===== src/rtl/tl_tx_credit_gate.sv =====
// Transmit TL credit gate: checks flow-control credits and retry space, then streams one TLP to the DLL.
// Optional build macro INFINITE_CREDIT_EN: a zero limit at the first update marks that credit type infinite.
module tl_tx_credit_gate #(
    parameter int PIPE_DATA_WIDTH = 256,
    parameter int RETRY_DEPTH_LG2 = 8,
    parameter int CREDIT_DEPTH    = 12
) (
    input  logic                         sclk,
    input  logic                         srst_n,
    input  logic                         hdr_valid_i,
    output logic                         hdr_ready_o,
    input  logic [1:0]                   hdr_type_i,
    input  logic [9:0]                   hdr_len_dw_i,
    input  logic [PIPE_DATA_WIDTH-1:0]   hdr_data_i,
    input  logic                         pld_valid_i,
    output logic                         pld_ready_o,
    input  logic [PIPE_DATA_WIDTH-1:0]   pld_data_i,
    input  logic [CREDIT_DEPTH-1:0]      ep_cl_p_h_i,
    input  logic [CREDIT_DEPTH-1:0]      ep_cl_p_d_i,
    input  logic [CREDIT_DEPTH-1:0]      ep_cl_np_h_i,
    input  logic [CREDIT_DEPTH-1:0]      ep_cl_cpl_h_i,
    input  logic [CREDIT_DEPTH-1:0]      ep_cl_cpl_d_i,
    input  logic                         ep_cl_en_i,
    input  logic [RETRY_DEPTH_LG2+2:0]   retry_buffer_leftover_cnt_i,
    output logic [CREDIT_DEPTH-1:0]      cc_p_h_o,
    output logic [CREDIT_DEPTH-1:0]      cc_p_d_o,
    output logic [CREDIT_DEPTH-1:0]      cc_np_h_o,
    output logic [CREDIT_DEPTH-1:0]      cc_cpl_h_o,
    output logic [CREDIT_DEPTH-1:0]      cc_cpl_d_o,
    output logic [PIPE_DATA_WIDTH-1:0]   tl2dll_data_o,
    output logic [2:0]                   tl2dll_en_o,
    output logic                         blocked_o
);
    localparam int LW = RETRY_DEPTH_LG2 + 3;
    localparam int RW = (LW > 12) ? LW : 12;
    localparam logic [1:0] T_P   = 2'b00;
    localparam logic [1:0] T_NP  = 2'b01;
    localparam logic [1:0] T_CPL = 2'b10;
    localparam logic [CREDIT_DEPTH-1:0] CRED_ZERO = {CREDIT_DEPTH{1'b0}};
    localparam logic [CREDIT_DEPTH-1:0] CRED_ONE  = {{(CREDIT_DEPTH-1){1'b0}}, 1'b1};

    typedef enum logic [2:0] {
        ST_IDLE  = 3'd0,
        ST_CHECK = 3'd1,
        ST_HDR   = 3'd2,
        ST_DATA  = 3'd3,
        ST_DONE  = 3'd4
    } state_t;

    state_t                      state_r;
    logic [1:0]                  type_r;
    logic [PIPE_DATA_WIDTH-1:0]  beat_r;
    logic [CREDIT_DEPTH-1:0]     dcred_r;
    logic [7:0]                  beats_r;
    logic [11:0]                 rneed_r;
    logic [CREDIT_DEPTH-1:0]     cl_p_h_r, cl_p_d_r, cl_np_h_r, cl_cpl_h_r, cl_cpl_d_r;
    logic                        cl_valid_r;
    logic [CREDIT_DEPTH-1:0]     cc_p_h_r, cc_p_d_r, cc_np_h_r, cc_cpl_h_r, cc_cpl_d_r;
`ifdef INFINITE_CREDIT_EN
    logic                        inf_p_h_r, inf_p_d_r, inf_np_h_r, inf_cpl_h_r, inf_cpl_d_r;
`endif

    logic [10:0]                 len_s;
    logic [7:0]                  beats_s;
    logic [CREDIT_DEPTH-1:0]     dcred_s;
    logic [11:0]                 rneed_s;
    logic [CREDIT_DEPTH-1:0]     hdr_cl_s, hdr_cc_s, dat_cl_s, dat_cc_s;
    logic                        hdr_inf_s, dat_inf_s, hdr_ok_s, dat_ok_s, retry_ok_s, pass_s;

    // Credits are modulo 2^CREDIT_DEPTH; a need fits when the wrapped remainder is non-negative.
    function automatic logic credit_ok(input logic [CREDIT_DEPTH-1:0] cl,
                                       input logic [CREDIT_DEPTH-1:0] cc,
                                       input logic [CREDIT_DEPTH-1:0] need);
        logic [CREDIT_DEPTH-1:0] diff;
        diff = cl - (cc + need);
        return ~diff[CREDIT_DEPTH-1];
    endfunction

    // Per-TLP data credits, payload beats and retry need from the offered header.
    always_comb begin
        len_s = (hdr_len_dw_i == 10'd0) ? 11'd1024 : {1'b0, hdr_len_dw_i};
        if ((hdr_type_i == T_P) || (hdr_type_i == T_CPL)) begin
            beats_s = 8'((len_s + 11'd7) >> 3'd3);
            dcred_s = CREDIT_DEPTH'((len_s + 11'd3) >> 3'd2);
        end else begin
            beats_s = 8'd0;
            dcred_s = CRED_ZERO;
        end
        rneed_s = {({1'b0, beats_s} + 9'd1), 3'b000};
    end

    // Credit and retry-space check for the TLP waiting in CHECK.
    always_comb begin
        hdr_cl_s  = cl_p_h_r;
        hdr_cc_s  = cc_p_h_r;
        dat_cl_s  = cl_p_d_r;
        dat_cc_s  = cc_p_d_r;
        hdr_inf_s = 1'b0;
        dat_inf_s = 1'b0;
        case (type_r)
            T_P: begin
`ifdef INFINITE_CREDIT_EN
                hdr_inf_s = inf_p_h_r;
                dat_inf_s = inf_p_d_r;
`endif
            end
            T_NP: begin
                hdr_cl_s = cl_np_h_r;
                hdr_cc_s = cc_np_h_r;
                dat_cl_s = CRED_ZERO;
                dat_cc_s = CRED_ZERO;
`ifdef INFINITE_CREDIT_EN
                hdr_inf_s = inf_np_h_r;
`endif
            end
            T_CPL: begin
                hdr_cl_s = cl_cpl_h_r;
                hdr_cc_s = cc_cpl_h_r;
                dat_cl_s = cl_cpl_d_r;
                dat_cc_s = cc_cpl_d_r;
`ifdef INFINITE_CREDIT_EN
                hdr_inf_s = inf_cpl_h_r;
                dat_inf_s = inf_cpl_d_r;
`endif
            end
            default: begin
                hdr_cl_s = cl_p_h_r;
            end
        endcase
        hdr_ok_s   = credit_ok(hdr_cl_s, hdr_cc_s, CRED_ONE);
        dat_ok_s   = credit_ok(dat_cl_s, dat_cc_s, dcred_r);
        retry_ok_s = RW'(retry_buffer_leftover_cnt_i) >= RW'(rneed_r);
        pass_s     = cl_valid_r & (hdr_ok_s | hdr_inf_s) & (dat_ok_s | dat_inf_s) & retry_ok_s;
    end

    // Credit limit capture; the first update after reset also fixes the infinite flags.
    always_ff @(posedge sclk or negedge srst_n) begin
        if (!srst_n) begin
            cl_p_h_r   <= CRED_ZERO;
            cl_p_d_r   <= CRED_ZERO;
            cl_np_h_r  <= CRED_ZERO;
            cl_cpl_h_r <= CRED_ZERO;
            cl_cpl_d_r <= CRED_ZERO;
            cl_valid_r <= 1'b0;
`ifdef INFINITE_CREDIT_EN
            inf_p_h_r   <= 1'b0;
            inf_p_d_r   <= 1'b0;
            inf_np_h_r  <= 1'b0;
            inf_cpl_h_r <= 1'b0;
            inf_cpl_d_r <= 1'b0;
`endif
        end else if (ep_cl_en_i) begin
            cl_p_h_r   <= ep_cl_p_h_i;
            cl_p_d_r   <= ep_cl_p_d_i;
            cl_np_h_r  <= ep_cl_np_h_i;
            cl_cpl_h_r <= ep_cl_cpl_h_i;
            cl_cpl_d_r <= ep_cl_cpl_d_i;
            cl_valid_r <= 1'b1;
`ifdef INFINITE_CREDIT_EN
            if (!cl_valid_r) begin
                inf_p_h_r   <= (ep_cl_p_h_i == CRED_ZERO);
                inf_p_d_r   <= (ep_cl_p_d_i == CRED_ZERO);
                inf_np_h_r  <= (ep_cl_np_h_i == CRED_ZERO);
                inf_cpl_h_r <= (ep_cl_cpl_h_i == CRED_ZERO);
                inf_cpl_d_r <= (ep_cl_cpl_d_i == CRED_ZERO);
            end
`endif
        end
    end

    // TLP sequencing and consumed-credit accounting; beat_r holds the header, then the last payload beat.
    always_ff @(posedge sclk or negedge srst_n) begin
        if (!srst_n) begin
            state_r    <= ST_IDLE;
            type_r     <= 2'b00;
            beat_r     <= {PIPE_DATA_WIDTH{1'b0}};
            dcred_r    <= CRED_ZERO;
            beats_r    <= 8'd0;
            rneed_r    <= 12'd0;
            cc_p_h_r   <= CRED_ZERO;
            cc_p_d_r   <= CRED_ZERO;
            cc_np_h_r  <= CRED_ZERO;
            cc_cpl_h_r <= CRED_ZERO;
            cc_cpl_d_r <= CRED_ZERO;
        end else begin
            case (state_r)
                ST_IDLE: begin
                    if (hdr_valid_i) begin
                        beat_r  <= hdr_data_i;
                        type_r  <= hdr_type_i;
                        dcred_r <= dcred_s;
                        beats_r <= beats_s;
                        rneed_r <= rneed_s;
                        state_r <= (hdr_type_i == 2'b11) ? ST_IDLE : ST_CHECK;
                    end
                end
                ST_CHECK: begin
                    if (pass_s) begin
                        case (type_r)
                            T_P: begin
                                cc_p_h_r <= cc_p_h_r + CRED_ONE;
                                cc_p_d_r <= cc_p_d_r + dcred_r;
                            end
                            T_NP:    cc_np_h_r <= cc_np_h_r + CRED_ONE;
                            T_CPL: begin
                                cc_cpl_h_r <= cc_cpl_h_r + CRED_ONE;
                                cc_cpl_d_r <= cc_cpl_d_r + dcred_r;
                            end
                            default: cc_p_h_r <= cc_p_h_r;
                        endcase
                        state_r <= ST_HDR;
                    end
                end
                ST_HDR:  state_r <= (beats_r != 8'd0) ? ST_DATA : ST_DONE;
                ST_DATA: begin
                    if (pld_valid_i) begin
                        beat_r  <= pld_data_i;
                        beats_r <= beats_r - 8'd1;
                        if (beats_r == 8'd1) begin
                            state_r <= ST_DONE;
                        end
                    end
                end
                ST_DONE: state_r <= ST_IDLE;
                default: state_r <= ST_IDLE;
            endcase
        end
    end

    // Bus drive decoded from registered state; payload beats pass straight through while in DATA.
    always_comb begin
        tl2dll_en_o   = 3'b000;
        tl2dll_data_o = {PIPE_DATA_WIDTH{1'b0}};
        case (state_r)
            ST_HDR: begin
                tl2dll_data_o = beat_r;
                case (type_r)
                    T_P:     tl2dll_en_o = 3'b001;
                    T_NP:    tl2dll_en_o = 3'b011;
                    T_CPL:   tl2dll_en_o = 3'b101;
                    default: tl2dll_en_o = 3'b000;
                endcase
            end
            ST_DATA: begin
                if (pld_valid_i) begin
                    tl2dll_en_o   = (type_r == T_CPL) ? 3'b110 : 3'b010;
                    tl2dll_data_o = pld_data_i;
                end else begin
                    tl2dll_data_o = beat_r;
                end
            end
            ST_DONE: tl2dll_en_o = 3'b111;
            default: tl2dll_en_o = 3'b000;
        endcase
    end

    assign hdr_ready_o = (state_r == ST_IDLE) & hdr_valid_i;
    assign pld_ready_o = (state_r == ST_DATA);
    assign blocked_o   = (state_r == ST_CHECK) & ~pass_s;
    assign cc_p_h_o    = cc_p_h_r;
    assign cc_p_d_o    = cc_p_d_r;
    assign cc_np_h_o   = cc_np_h_r;
    assign cc_cpl_h_o  = cc_cpl_h_r;
    assign cc_cpl_d_o  = cc_cpl_d_r;

endmodule


===== config.mk =====
export PLATFORM = sky130hd
export DESIGN_NAME = tl_tx_credit_gate
export DESIGN_NICKNAME = d
export VERILOG_FILES = /design/src/rtl/tl_tx_credit_gate.sv
export SDC_FILE = /design/constraint.sdc
export NUM_CORES = 1
export LEC_CHECK = 0
export CORE_AREA = 2 2 355 357
export CTS_BUF_LIST = sky130_fd_sc_hd__clkbuf_2 sky130_fd_sc_hd__clkbuf_4 sky130_fd_sc_hd__clkbuf_8
export CTS_CLUSTER_SIZE = 16
export DETAILED_ROUTE_END_ITERATION = 16
export DIE_AREA = 0 0 357 359
export PLACE_DENSITY = 0.51
export SETUP_SLACK_MARGIN = 0.15
export SLEW_MARGIN = 20
export SYNTH_ARGS = -nofsm -noshare
export SYNTH_HDL_FRONTEND = slang
export SYNTH_SLANG_ARGS = --single-unit
export TNS_END_PERCENT = 30

===== constraint.sdc =====
create_clock -name sclk -period 5.6 [get_ports sclk]
set_clock_uncertainty 0.2 [all_clocks]
set_input_delay 1.12 -clock sclk [delete_from_list [all_inputs] [get_ports sclk]]
set_output_delay 1.12 -clock sclk [all_outputs]
set_load 0.005 [all_outputs]

**After elaboration in Yosys (flattened, before gate mapping)**

Cells that the tools add are included.

- Add/subtract/negate cells: 13
- Multipliers: 0
- Divide/modulo/power cells: 0
- Magnitude comparators: 1
- Equal/unequal tests: 13
- Shift-type cells: 0
- Multiplexer cells: 25
- Bitwise logic cells: 8
- Reduce and logical (&&, ||, !) cells: 14

Operators by type and width:

| operator | count |
|---|---|
| 256-bit one-hot mux with 2 select lines | 2 |
| 256-bit two-way mux | 2 |
| 12-bit one-hot mux with 2 select lines | 4 |
| 12-bit by 1-bit adder with 12-bit output, second input constant | 4 |
| 12-bit adder | 3 |
| 8-bit two-way mux | 3 |
| 12-bit subtractor | 2 |
| 3-bit two-way mux | 7 |
| 3-bit one-hot mux with 3 select lines | 2 |
| 8-bit one-hot mux with 2 select lines | 1 |
| 11-bit by 2-bit adder with 12-bit output, second input constant | 1 |
| 11-bit by 12-bit greater-or-equal comparator with 1-bit output | 1 |
| 3-bit one-hot mux with 4 select lines | 1 |
| 3-bit AND reduction | 4 |
| 11-bit by 3-bit adder with 11-bit output, second input constant | 1 |
| 11-bit two-way mux | 1 |
| 10-bit zero test | 1 |
| 10-bit two-way mux | 1 |
| 8-bit by 1-bit adder with 9-bit output, second input constant | 1 |
| 8-bit by 1-bit equality test with 1-bit output, second input constant | 1 |
| 8-bit nonzero test | 1 |
| 8-bit by 1-bit subtractor with 8-bit output, second input constant | 1 |
| 2-bit equality test, second input constant | 3 |
| 3-bit by 2-bit equality test with 1-bit output, second input constant | 2 |
| 14 further kinds | 24 |

- Register bits after elaboration: 411
- Bits in latches: 0
- Bits in writable memories: 0
- Bits in read-only memories: 0
- Bits of input ports: 600
- Output and inout bits: 322
- Logic and storage cells: 91
- Memories kept: 0

**Longest topological paths before layout**

- Depth in word-level cells: 10
- Gate-level depth with buffers: 21
- Depth with buffers taken out: 15

**Worst setup path after synthesis**

OpenSTA, ideal clock, no wires.

- Path kind: reg-to-output
- From: register type_r[0]
- To: output port blocked_o
- Arrival time: 3.963 ns
- Required time: 4.280 ns
- Setup slack: 0.317 ns
- Cell stages (with the launch flop): 17
- Buffers on the path: 4
- Cells stage by stage: dfrtp_1 -> inv_1 -> ha_1 -> buf_4 -> clkbuf_1 -> clkbuf_1 -> buf_1 -> a31oi_1 -> fa_1 -> inv_1 -> ha_1 -> a21o_1 -> a21o_1 -> a32oi_1 -> a21oi_1 -> o211ai_1 -> o31a_1

- Longest elaborated chain between the ends: 10
- Elaborated cells on any way between the ends: 17
- Classes of those cells: add/sub: 4; eq/ne: 2; mux: 4; bitwise: 7

RTL lines:

| element | RTL line | source |
|---|---|---|
| start, declared | 51 | `logic [1:0] type_r;` |
| start signal, assigned | 190 | `type_r <= hdr_type_i;` |
| 2-bit equality test or 2-bit by 1-bit equality test with 1-bit output (tied branches) | 100 | `case (type_r)` |
| 12-bit one-hot mux with 2 select lines | 100 |  |
| 12-bit by 1-bit adder with 12-bit output | 75 | `diff = cl - (cc + need);` |
| 12-bit subtractor | 75 |  |
| 1-bit NOT | 76 | `return ~diff[CREDIT_DEPTH-1];` |
| 1-bit AND | 133 | `pass_s = cl_valid_r & (hdr_ok_s \| hdr_inf_s) & (dat_ok_s \| dat_inf_s) & retry_ok_s;` |
| 1-bit AND * (2 in series) | 133 |  |
| 1-bit NOT * | 259 | `assign blocked_o = (state_r == ST_CHECK) & ~pass_s;` |
| 1-bit AND * | 259 |  |
| end, declared | 32 | `output logic blocked_o` |

Every way passes the cells marked *; elsewhere a longest branch is shown, timed or not.

**Worst setup path after layout**

Ends and elaborated chain as after synthesis.

==> results_dict.tcl <==
set metrics [dict create \
    rsz0062_at_grt "false" \
    setup_viol 0 \
    initial_core_util_pct 18.4 \
    place.gp.congestion 0.941 \
    max_freq_mhz 188 \
    cap_violations 0 \
    dr.pass1.iters 5 \
    die_w_um 357 \
    hold_violations 0 \
    critPathRequiredTime_ns 4.28 \
    vias_per_cell 4.56 \
    drt_first_iter_violations 1856 \
    final_nets 4449 \
    hold_buffers 0 \
    cts_tree "built" \
    drt_wl_total_mm 131 \
    endpoint_kind "output port" \
    cts_buffer_depth 3 \
    detail-route-antenna-nets 0 \
    finalHoldWorstSlack_ns 0.147 \
    wl_per_cell_um 23.8 \
    cts_sinks 409 \
    cp.arrival_ns 4.00 \
    fin_setup_tns_ns 0 \
    grt_pass1_wl_mm 182 \
    io_pins 922 \
    postSynthAreaPerCell_um2 7.97 \
    tightest_slew_ns 1.03 \
    worst_hold_path_type "primary input to async pin" \
    fin_crit_ns 5.32 \
    clk_pin_slew_ns 0.06 \
    power_density_nw_per_um2 461 \
    drive_gt1_share_pct 9.89 \
    path_max_fanout 6 \
    grt_pass1_vias 24200 \
    syn_to_final_growth_pct 60.0 \
    slew_headroom_pct 31.2 \
    final_common_cell "clkdlybuf4s50_1" \
    setup_ws_ns 0.284 \
    worstSkewPairLatency_ns 0.81 \
    finalMaxSlewViolations 0 \
    dieArea_um2 128000 \
    grt_max_degree 176 \
    hpwl_mm 99.5 \
    std_cell_rows 130 \
    ir_drop_mv 0.261 \
    synthCells 2880 \
    synth_area_um2 23000 \
    route.detailed.drc 0 \
    htreeDepth 3 \
    die_y_um 359 \
    vias 25100 \
    grt_usage_pct 19.6 \
    fin_crit_sh_pct 94.9 \
    synth_seq_area_share_pct 44.6 \
    synthesis.nets 3553 \
    async_reset_ff_share_pct 100 \
    status "complete, no violations" \
    cts_made_buffers 85 \
    fp.coreArea_um2 125000 \
    pre_cts_slack_ns 0.176 \
    synth_cell_types 56 \
    ctsRootBufferMaster "clkbuf_8" \
    port_buffers 921 \
    crit_type "flip-flop to output port" \
    synth_warnings 0 \
    synth_edf_count 0 \
    antenna_found_initial 39 \
    grt-ovfl-total 0 \
    ys_ff_latch 409 \
    p_leak_nw 15.0 \
    synth_ff_type "dfrtp_1" \
    mostFrequentLayoutCells "clkdlybuf4s50_1, nand2_1, nor2_1" \
    start_kind "flip-flop" \
]
## synth_stat cells, types with 2 or more instances
library cell	count	area, µm²
a211oi_1	3	22.5
a21boi_0	4	30.0
a21o_1	10	75.1
a21oi_1	302	1510
a21oi_2	2	17.5
a22oi_1	22	165
a31o_2	2	17.5
a31oi_1	11	68.8
and2_1	6	37.5
and3_1	12	75.1
and4_1	7	61.3
buf_1	23	86.3
buf_2	4	20.0
buf_4	4	30.0
clkbuf_1	182	683
dfrtp_1	409	10200
fa_1	11	220
ha_1	62	776
inv_1	52	195
mux2_2	72	811
mux2i_1	4	40.0
nand2_1	574	2150
nand2b_1	4	25.0
nand3_1	39	195
nand3b_1	2	15.0
nand4_1	17	106
nor2_1	557	2090
nor2b_1	21	131
nor3_1	19	95.1
nor3b_1	2	15.0
nor4_1	3	18.8
nor4_2	4	50.1
o211ai_1	5	37.5
o21ai_0	68	340
o21ai_1	3	15.0
o22ai_1	261	1630
or3_1	6	37.5
xnor2_1	52	455
xor2_1	22	193
## cells by family after synthesis
kind of cell               share of synthesized area [%]
AOI/OAI and AO/OA                                   17.6
muxes                                               3.71
and+or+nand+nor                                     22.4
xor gates and xnor gates                            2.89
buffers and inverters                               4.44
DFF                                                 44.6
adders and majority gates                           4.34
## metal layers
layer,up-vias,track usage (%),share of wire [%]
li1,11700,-,-
met1,12200,23.4,39
met2,966,32.9,48
met3,212,7.07,9.3
met4,54,5.52,2.6
met5,-,0,0.28
## worst paths after layout
path	startpoint	endpoint	slack, ns	cells past startpoint
worst max-delay path	type_r[0]	blocked_o	0.28	14
worst min register to register	cl_valid_r	cl_valid_r	0.28	1
worst min-delay path	srst_n	cc_p_d_o[10]	0.15	1
max in group asynchronous	srst_n	beat_r[171]	3.89	2
min in group sclk	cl_valid_r	cl_valid_r	0.28	1
worst max register to register	type_r[0]	cc_np_h_o[8]	1.38	16
## state kept, by name, indices dropped and copies added (netlist names)
| name | count |
|---|---|
| beats_r | 8 |
| cl_np_h_r | 12 |
| cc_cpl_h_o | 12 |
| state_r | 3 |
| cl_p_h_r | 12 |
| cl_p_d_r | 12 |
| rneed_r | 9 |
| cc_np_h_o | 12 |
| dcred_r | 10 |
| beat_r | 256 |
| cc_cpl_d_o | 12 |
| cc_p_h_o | 12 |
| cl_valid_r | 1 |
| cl_cpl_h_r | 12 |
| type_r | 2 |
| cc_p_d_o | 12 |
| cl_cpl_d_r | 12 |
## worst max-delay path, cell delays in order, from the launching register on
cell and delay [ns]:
dfrtp_1 0.39, inv_2 0.10, ha_4 0.24, buf_4 0.14, buf_4 0.13, nor2b_2 0.11, a31oi_2 0.06, fa_1 0.56
ha_1 0.22, and4_1 0.22, a32oi_2 0.21, and3_1 0.19, o211ai_1 0.13, o31a_1 0.35, buf_6 0.14
## cell type report
class                   count  area, µm²
diodes                     13       32.5
clock buffers             132       1660
clock inverters            22        263
fillers                 13400      87900
inverters                  53        199
multi-input cells        2205      11900
flip-flops and latches    409      10200
well taps                1650       2060
repair buffers           1022      10400
## metrics by stage
| stage | utilization, % | total power, mW | instance area, µm² | std cells |
|---|---|---|---|---|
| 3_5_place_dp | 27.6 | 12.8 | 34400 | 5318 |
| 6_report | 29.5 | 16.9 | 36700 | 5506 |
| 3_3_place_gp | 27.6 | 12.7 | 34400 | 5318 |
| 5_1_grt | 29.5 | 18.3 | 36700 | 5501 |
| 4_1_cts | 29.2 | 16.7 | 36400 | 5482 |
| 2_1_floorplan | - | 9.22 | 23000 | 2880 |
## where the power goes
group / leakage [nW] / total, mW / internal (mW) / switching [mW]
Combinational: 9.23 / 8.47 / 3.70 / 4.77
Clock: 1.02 / 3.64 / 2.05 / 1.59
Sequential: 4.74 / 4.80 / 4.09 / 0.718
Total: 15.0 / 16.9 / 9.84 / 7.07
## timing repair
action                     in CTS  in global routing
setup endpoints to repair       1                  1
gates resized for setup        17                 32
buffers inserted               10                  9
gates cloned                    0                  1
pin swaps                       4                 17
(Power assumes the default switching activity.)
